<file path="src/rtl/bshifter_pipe.sv">
// bshifter_pipe: pipelined multifunction barrel shifter (rotate, logical shift,
// arithmetic shift, left or right) on a W-bit word. There is one register stage
// per shift-amount bit: stage k applies a shift of 2^k when its amount bit is set.
// Each operand travels down the pipe together with its control fields.
//
// Optional feature macro: BSH_FLAGS_EN
//   defined   -> extra outputs zero (y == 0) and cout (last bit shifted or rotated
//                out), registered alongside y and out_valid.
//   undefined -> those ports and their logic are absent.
//
// Handshake: a transfer happens on a rising clock edge when valid and ready are
// both high. valid and its payload stay stable until taken; ready may depend on
// the downstream ready. Here stall = out_valid & ~out_ready, in_ready = ~stall,
// and every stage advances together when not stalled and holds otherwise.
// Bubbles move down the pipe as valid=0 slots and are never compacted.
module bshifter_pipe #(
    parameter  int W  = 32,
    localparam int AW = $clog2(W)
) (
    input  logic          clk,
    input  logic          reset,
    input  logic          in_valid,
    output logic          in_ready,
    input  logic [W-1:0]  a,
    input  logic [AW-1:0] amt,
    input  logic          lr,
    input  logic [1:0]    op,
    output logic          out_valid,
    input  logic          out_ready,
    output logic [W-1:0]  y
`ifdef BSH_FLAGS_EN
    ,
    output logic          zero,
    output logic          cout
`endif
);

    // Operation encodings; 2'b01 (logical shift) is the default path with zero fill.
    localparam logic [1:0] OP_ROT  = 2'b00;
    localparam logic [1:0] OP_ASH  = 2'b10;
    localparam logic [1:0] OP_PASS = 2'b11;

    logic stall;
    logic advance;

    assign stall    = out_valid & ~out_ready;
    assign advance  = ~stall;
    assign in_ready = advance;

    for (genvar k = 0; k < AW; k++) begin : g_stage
        localparam int           S       = 1 << k;
        // Top S bits set: the sign fill pattern for an arithmetic right shift by S.
        localparam logic [W-1:0] HI_MASK = ~({W{1'b1}} >> S);

        // Stage inputs. amt_i only carries the amount bits still to be applied,
        // with bit 0 being the one this stage consumes.
        logic             v_i;
        logic [W-1:0]     d_i;
        logic [AW-1-k:0]  amt_i;
        logic             lr_i;
        logic [1:0]       op_i;
        logic             fill_i;

        // Stage result before and after the register.
        logic [W-1:0]     d_n;
        logic             v_q;
        logic [W-1:0]     d_q;
`ifdef BSH_FLAGS_EN
        logic             c_i;
        logic             c_n;
        logic             c_q;
`endif

        if (k == 0) begin : g_src
            // First stage takes the operand straight from the input port; the sign
            // bit is sampled here so arithmetic fill follows the original a[W-1].
            assign v_i    = in_valid;
            assign d_i    = a;
            assign amt_i  = amt;
            assign lr_i   = lr;
            assign op_i   = op;
            assign fill_i = a[W-1];
`ifdef BSH_FLAGS_EN
            assign c_i    = 1'b0;
`endif
        end else begin : g_src
            assign v_i    = g_stage[k-1].v_q;
            assign d_i    = g_stage[k-1].d_q;
            assign amt_i  = g_stage[k-1].g_ctl.amt_q;
            assign lr_i   = g_stage[k-1].g_ctl.lr_q;
            assign op_i   = g_stage[k-1].g_ctl.op_q;
            assign fill_i = g_stage[k-1].g_ctl.fill_q;
`ifdef BSH_FLAGS_EN
            assign c_i    = g_stage[k-1].c_q;
`endif
        end

        // Apply a shift of S positions when this stage's amount bit is set.
        always_comb begin
            d_n = d_i;
`ifdef BSH_FLAGS_EN
            c_n = c_i;
`endif
            if (amt_i[0] && (op_i != OP_PASS)) begin
                if (lr_i) begin
                    // Left: arithmetic left is identical to logical left.
                    d_n = d_i << S;
                    if (op_i == OP_ROT) begin
                        d_n = d_n | (d_i >> (W - S));
                    end
`ifdef BSH_FLAGS_EN
                    c_n = d_i[W-S];
`endif
                end else begin
                    d_n = d_i >> S;
                    if (op_i == OP_ROT) begin
                        d_n = d_n | (d_i << (W - S));
                    end else if ((op_i == OP_ASH) && fill_i) begin
                        d_n = d_n | HI_MASK;
                    end
`ifdef BSH_FLAGS_EN
                    c_n = d_i[S-1];
`endif
                end
            end
        end

        // Data/valid register of this stage; holds while the pipe is stalled.
        always_ff @(posedge clk or posedge reset) begin
            if (reset) begin
                v_q <= 1'b0;
                d_q <= '0;
`ifdef BSH_FLAGS_EN
                c_q <= 1'b0;
`endif
            end else if (advance) begin
                v_q <= v_i;
                d_q <= d_n;
`ifdef BSH_FLAGS_EN
                c_q <= c_n;
`endif
            end
        end

        // Control fields only travel as far as the last stage that needs them.
        if (k < AW - 1) begin : g_ctl
            logic [AW-2-k:0] amt_q;
            logic            lr_q;
            logic [1:0]      op_q;
            logic            fill_q;

            // Carry the remaining amount bits and op controls beside the data.
            always_ff @(posedge clk or posedge reset) begin
                if (reset) begin
                    amt_q  <= '0;
                    lr_q   <= 1'b0;
                    op_q   <= 2'b00;
                    fill_q <= 1'b0;
                end else if (advance) begin
                    amt_q  <= amt_i[AW-1-k:1];
                    lr_q   <= lr_i;
                    op_q   <= op_i;
                    fill_q <= fill_i;
                end
            end
        end
    end

    // The result comes directly from the last stage register: no path from a to y.
    assign out_valid = g_stage[AW-1].v_q;
    assign y         = g_stage[AW-1].d_q;

`ifdef BSH_FLAGS_EN
    logic zero_q;

    // Zero flag is computed from the last stage's next value so it lines up with y;
    // bubbles always load 0.
    always_ff @(posedge clk or posedge reset) begin
        if (reset) begin
            zero_q <= 1'b0;
        end else if (advance) begin
            zero_q <= g_stage[AW-1].v_i & (g_stage[AW-1].d_n == '0);
        end
    end

    assign zero = zero_q;
    assign cout = g_stage[AW-1].c_q;
`endif

endmodule
</file>
<file path="config.mk">
export PLATFORM = sky130hd
export DESIGN_NAME = bshifter_pipe
export DESIGN_NICKNAME = d
export VERILOG_FILES = /design/src/rtl/bshifter_pipe.sv
export SDC_FILE = /design/constraint.sdc
export NUM_CORES = 1
export LEC_CHECK = 0
export CAP_MARGIN = 20
export CORE_AREA = 2 2 182 112
export CTS_CLUSTER_DIAMETER = 100
export CTS_CLUSTER_SIZE = 30
export DETAILED_ROUTE_END_ITERATION = 10
export DIE_AREA = 0 0 184 114
export PLACE_DENSITY_LB_ADDON = 0.05
export RECOVER_POWER = 100
export SLEW_MARGIN = 20
export SYNTH_ARGS = -nofsm -noshare
export SYNTH_HDL_FRONTEND = slang
export SYNTH_SLANG_ARGS = --single-unit
</file>
<file path="constraint.sdc">
create_clock -name clk -period 5.9 [get_ports clk]
set_clock_uncertainty 0.05 [all_clocks]
set_input_delay 0.59 -clock clk [delete_from_list [all_inputs] [get_ports clk]]
set_output_delay 0.59 -clock clk [all_outputs]
set_load 0.01 [all_outputs]
</file>
==> metrics, run 1 <==
Util after Layout=0.584; GRT overflow=0; clock sink total=191; met1 WL=13900 um; Initial Util=0.517; critical path class=primary input to flop; Core ar.=19500 um^2; first drt pass iteration count=5; status=finished with violations; routed wire length=26200 um; mux contribution to synthesized area=0.0799; startpoint types=primary input; maximum VDD drop=0.000612 V; DP Wirelength=17300 um; CP arrival=3.72 ns; Adder-Cell Fraction of Synth Area=0.00112; worst-skew pair later-pin latency=0.43 ns; Final WS setup=2.49 ns; worst hold slack=0.410 ns; asr flop ratio synth=1.00; Simple-Gate Fraction of Synth Area=0.172; CTS HTree Levels=4; PostCTS Resize Cnt=0; metal3 WL=1610 um; number of synthesized flops with an enable pin=0; max-slew violation count=17; Reg area=4780 um^2; Post-CTS Hold Buffers=0; Avg Inst Size Synth=9.21 um^2; DIE HEIGHT=114 um; Highest Clock Rate=293 MHz; DR vias=8223; measured slew at the worst slew-check pin=2.16 ns; pwr/cell area=550 nW/um^2; gr usage total=0.261; ANT cells=0; Req. time, crit path=6.21 ns; Post-route DRC=0; Hold Vio Cnt, Final=0; largest family of logic cells by synthesized area=compound AO/OA/AOI/OAI gates; Vias/cell=6.00; CP max FO=89; top sig layer=met5; largest area contributor in the netlist=dfrtp_1; HP Start=g_stage[3].v_q; max_cap viols=1; Power Total=6270 uW; Setup crit start=out_ready; DR iter-0 viols=1013; Post-Syn Area=10100 um^2; clock root cell=clkbuf_16; Final TNS setup=0 ns; total CTS buffers=17; Synth Instances=1095; Leak Pwr=0.00463 uW; Final Critical Period=3.41 ns; vias in the first global route=7445; Multi-input gate area=4840 um^2; share of the synthesized area in the top cell type=0.474; count leader, synth=nand2_1; Fillers=1771; RSZ-0062 raised after global routing=false; worst r2r src=out_valid; fin nets=1152; gp weighted congestion=0.763; Post-Place Setup Slack=3.16 ns; Port Buf Inserts=77; sequential fraction of the synthesis area=0.474; Row Count=40; layout cells sized above 1=0.0885; Synth area leaders=dfrtp_1 (47%), nand2_1 (8.5%), a211oi_1 (6.3%); I/O pins=78; # Post-CTS Setup Buffers=0; met2 routed WL=10400 um; Post-Syn Nets=1139; Synth Register Bits=191; initial antenna violation count=0; average wire per standard cell=19.1 um; Synth top cells by count=nand2_1 (228), dfrtp_1 (191), o21ai_0 (112), a211oi_1 (85), nor2_1 (71); failing checks=capacitance limit, slew limit; DIE AREA=21000 um^2; post-synthesis xor/xnor area fraction=0; period utilisation layout=0.578; count of final setup violators=0; number of distinct library cells after synthesis=34; Area Growth Syn to Fin=13.0%; global-route wire length before repair=42700 um; CTS tree=done; clock buffer depth=2; Ys Warns=0; remaining antenna violation count after routing=0; CP endpoint kind=flop; Most used DFF post-synth=dfrtp_1; Rel. slew slack=-0.445; worst hold path class=flop to flop; Chip Width=184 um; post-synthesis compound-gate area fraction=0.227; largest net degree at the start of global routing=203; Clock transition at path regs=0.07 ns
==> kinds of logic (layout without fill, tap and decap cells) <==
| kind of cell | count (synthesis) | after routing |
|---|---|---|
| and+or+nand+nor | 392 | 392 |
| AOI/OAI and AO/OA | 334 | 334 |
| DFF | 191 | 191 |
| buffers and inverters | 102 | 126 |
| muxes | 75 | 75 |
| adders and majority gates | 1 | 1 |
==> area by class of cell <==
cell class              instances  share of cell area
flip-flops and latches        191               0.419
multi-input cells             802               0.425
repair buffers                 91              0.0779
well taps                     252              0.0277
inverters                       5             0.00208
clock inverters                12              0.0101
clock buffers                  18              0.0385
==> power by group <==
part | switching (uW) | leakage, uW | internal (uW) | total [uW]
Clock | 525 | 0.000252 | 591 | 1120
Combinational | 1380 | 0.00208 | 1080 | 2470
Sequential | 753 | 0.00230 | 1930 | 2690
==> cells in the final DEF, fill, tap and decap left out <==
cell type        instances
clkinv_4                 4
nor3b_2                  1
nand2_1                228
inv_6                    1
o21ai_0                126
a221oi_1                27
nor2b_1                 69
mux2i_1                 31
a221o_1                 16
o21bai_1                 1
dfrtp_1                191
clkbuf_16               17
and3b_1                  1
dlygate4sd3_1           36
a211oi_1                85
and3_1                  16
a21boi_2                 3
nand2b_1                 2
mux2_2                  44
a21bo_2                  4
a21boi_4                 1
a21boi_1                 1
clkdlybuf4s50_1         41
buf_4                   13
bufinv_16                1
clkinv_1                 2
nor4bb_1                 1
clkinv_2                 1
maj3_2                   1
o31ai_1                 68
clkinvlp_4               6
nor2_1                  71
o311a_1                  2
nor3b_1                  3
clkbuf_8                 1
buf_12                   1
inv_1                    2
==> worst max-delay path, cell delays in order <==
cell and delay [ns]:
dlygate4sd3_1 0.52, nor2b_1 0.08, buf_4 0.38, nor3b_1 1.77, a221o_1 0.36
==> registers in the layout (all words and copies together) (netlist names) <==
name / count
g_stage.d_q: 128
g_stage.g_ctl.amt_q: 10
g_stage.g_ctl.fill_q: 4
g_stage.g_ctl.lr_q: 4
g_stage.g_ctl.op_q: 8
g_stage.v_q: 4
out_valid: 1
y: 32
==> routing by layer <==
| metal | track usage | vias up |
|---|---|---|
| met5 | 0.0188 | - |
| met4 | 0.0459 | 2 |
| met3 | 0.0565 | 10 |
| met2 | 0.338 | 225 |
| met1 | 0.437 | 4040 |
| li1 | - | 3946 |
==> stage by stage <==
| step | instance area, um^2 | std cells |
|---|---|---|
| 2_1_floorplan | 10100 | 1095 |
| 3_3_place_gp | 10900 | 1341 |
| 3_5_place_dp | 10900 | 1341 |
| 4_1_cts | 11400 | 1371 |
| 5_1_grt | 11400 | 1371 |
| 6_report | 11400 | 1371 |
==> final timing paths <==
check / end / slack, ns / cells past startpoint
max reg2reg: y[14] / 2.70 / 4
min: g_stage[3].v_q / 0.41 / 2
max in group asynchronous: g_stage[1].d_q[20] / 3.81 / 3
min reg2reg: g_stage[3].v_q / 0.41 / 2
min in group asynchronous: g_stage[1].g_ctl.amt_q[2] / 0.69 / 2
max: y[14] / 2.49 / 5
(Power assumes the default switching activity.)
==> run 2, diff against run 1 <==
CORE_AREA = 2 2 178 110   (was 2 2 182 112)
DIE_AREA = 0 0 180 112   (was 0 0 184 114)
clock period = 3.3 ns   (was 5.9 ns; I/O delays follow)
==> metrics, run 2 (same netlist as run 1, synthesis figures left out) <==
gp weighted congestion=0.818 (+7.1%); Final TNS setup=0 ns (unchanged); critical path class=primary input to async pin; clock sink total=191 (unchanged); M3 GR Usage=0.0648 (+0.00826); Multi-input gate area=4850 um^2 (+0.16%); Placement Cell Area=10900 um^2 (+0.77%); Util after Layout=0.615 (+0.0312); largest net degree at the start of global routing=114 (-44%); CP endpoint kind=async pin; Core ar.=18600 um^2 (-4.7%); total CTS buffers=17 (unchanged); worst-skew pair later-pin latency=0.43 ns (about the same); status=completed; # Post-CTS Setup Buffers=0 (unchanged); Req. time, crit path=3.54 ns (-2.67 ns); Chip Width=180 um (-2.2%); worst r2r src=out_valid; I/O pins=78 (unchanged); number of flip-flops in the largest register=128 (unchanged); GRT overflow=0 (unchanged); Post-route DRC=0 (unchanged); Clock transition at path regs=0.08 ns (about the same); Most flops, register=g_stage.d_q; Power Total=11200 uW (+79%); initial antenna violation count=0 (unchanged); Initial Util=0.543 (+0.0258); DR iter-0 viols=984 (-2.9%); Worst Reg2Reg Path Length in Cells=5 (+1); startpoint types=primary input; fin nets=1156 (+0.35%); measured slew at the worst slew-check pin=1.47 ns (-0.689 ns); Row Count=39 (-2.5%); Area Growth Syn to Fin=13.4%; Post-CTS Hold Buffers=0 (unchanged); Leak Pwr=0.00467 uW (+0.79%); Final WS setup=1.07 ns (-1.42 ns); vias in the first global route=7714 (+3.6%); pwr/cell area=980 nW/um^2 (+78%); global routing's busiest layer=met1; remaining antenna violation count after routing=0 (unchanged); Rel. slew slack=0.0168 (+0.462); CTS HTree Levels=4 (unchanged); global-route wire length before repair=43500 um (+1.7%); max-slew violation count=0 (-17); commonest non-fill, non-tap cell in the layout=nand2_1; count of final setup violators=0 (unchanged); final instance area=11400 um^2 (+0.33%); clock root cell=clkbuf_16; reg2reg end=y[9]; Port Buf Inserts=77 (unchanged); DP Wirelength=17700 um (+2.4%); most frequent cells in the layout=nand2_1 (228), dfrtp_1 (191), o21ai_0 (126), a211oi_1 (85), nor2_1 (71); worst hold path class=primary input to async pin; M2 GR Usage=0.348 (+0.0108); DIE HEIGHT=112 um (-1.8%); routed wire length=25800 um (-1.3%); global routing usage on met1=0.450 (+0.0130); RSZ-0062 raised after global routing=false; Post-Place Setup Slack=1.06 ns (-2.10 ns); clock buffer depth=2 (unchanged); max_cap viols=0 (-1); CP max FO=58 (-35%); PostCTS Resize Cnt=0 (unchanged); DIE AREA=20200 um^2 (-3.9%); Final Critical Period=2.23 ns; layout cells sized above 1=0.0899 (+0.00147); CTS tree=done; average wire per standard cell=18.9 um (-1.2%); ANT cells=0 (unchanged); gr usage total=0.269 (+0.00798); Fillers=1611 (-9.0%); first drt pass iteration count=5 (unchanged); DR vias=8334 (+1.3%); Highest Clock Rate=448 MHz; maximum VDD drop=0.000703 V (+15%); CP arrival=2.47 ns (-1.25 ns); Vias/cell=6.09 (+1.5%); R2R setup slack=1.09 ns (-1.61 ns); Reg area=4780 um^2 (unchanged); Hold Vio Cnt, Final=0 (unchanged); period utilisation layout=0.676
-- run 2: cell count changes in the layout (fill, tap and decap cells not counted), sizes merged --
cell / before / now
clkinv: 7 / 4
clkbuf: 18 / 23
inv: 3 / 10
bufinv: 1 / 0
clkinvlp: 6 / 3
buf: 14 / 13
-- run 2: worst max-delay path by stage --
stage	startpoint	to	slack (ns)	cells after the start
final	reset	g_stage[2].d_q[18]	1.07	3
after global routing	reset	g_stage[2].d_q[18]	0.66	3
after CTS	out_valid	in_ready	1.34	3
after detailed placement	out_ready	y[9]	1.06	5
after global placement	out_ready	y[1]	1.10	5
after floorplan	reset	g_stage[0].d_q[0]	0.46	1
-- run 2: final cells by class --
| type | count | area share |
|---|---|---|
| clock buffers | 18 | 0.0384 |
| clock inverters | 12 | 0.00897 |
| inverters | 5 | 0.00175 |
| multi-input cells | 802 | 0.424 |
| flip-flops and latches | 191 | 0.418 |
| well taps | 246 | 0.0269 |
| repair buffers | 95 | 0.0824 |
-- run 2: worst max-delay path, cell delays in order --
cell and delay [ns]:
dlygate4sd3_1 0.54, clkinvlp_2 0.39, clkbuf_2 1.16
-- run 2: report_power, final --
| group | internal (uW) | leakage [uW] | switching [uW] | total [uW] |
|---|---|---|---|---|
| clock | 997 | 0.000261 | 957 | 1950 |
| sequential | 3460 | 0.00230 | 1340 | 4800 |
| combinational | 1970 | 0.00211 | 2480 | 4460 |
-- run 2: routing by layer --
layer	part of all wire	routed length (um)	vias to the layer above
met3	0.075	1940	15
met5	0	0	-
met2	0.40	10300	247
li1	-	-	3961
met4	0.0045	116	0
met1	0.52	13400	4111
-- run 2: stage by stage --
step / std cells / hold WS (ns)
6_report: 1369 / 0.335
3_3_place_gp: 1339 / 0.396
5_1_grt: 1369 / 0.362
2_1_floorplan: 1095 / 0.380
4_1_cts: 1369 / 0.166
3_5_place_dp: 1339 / 0.403
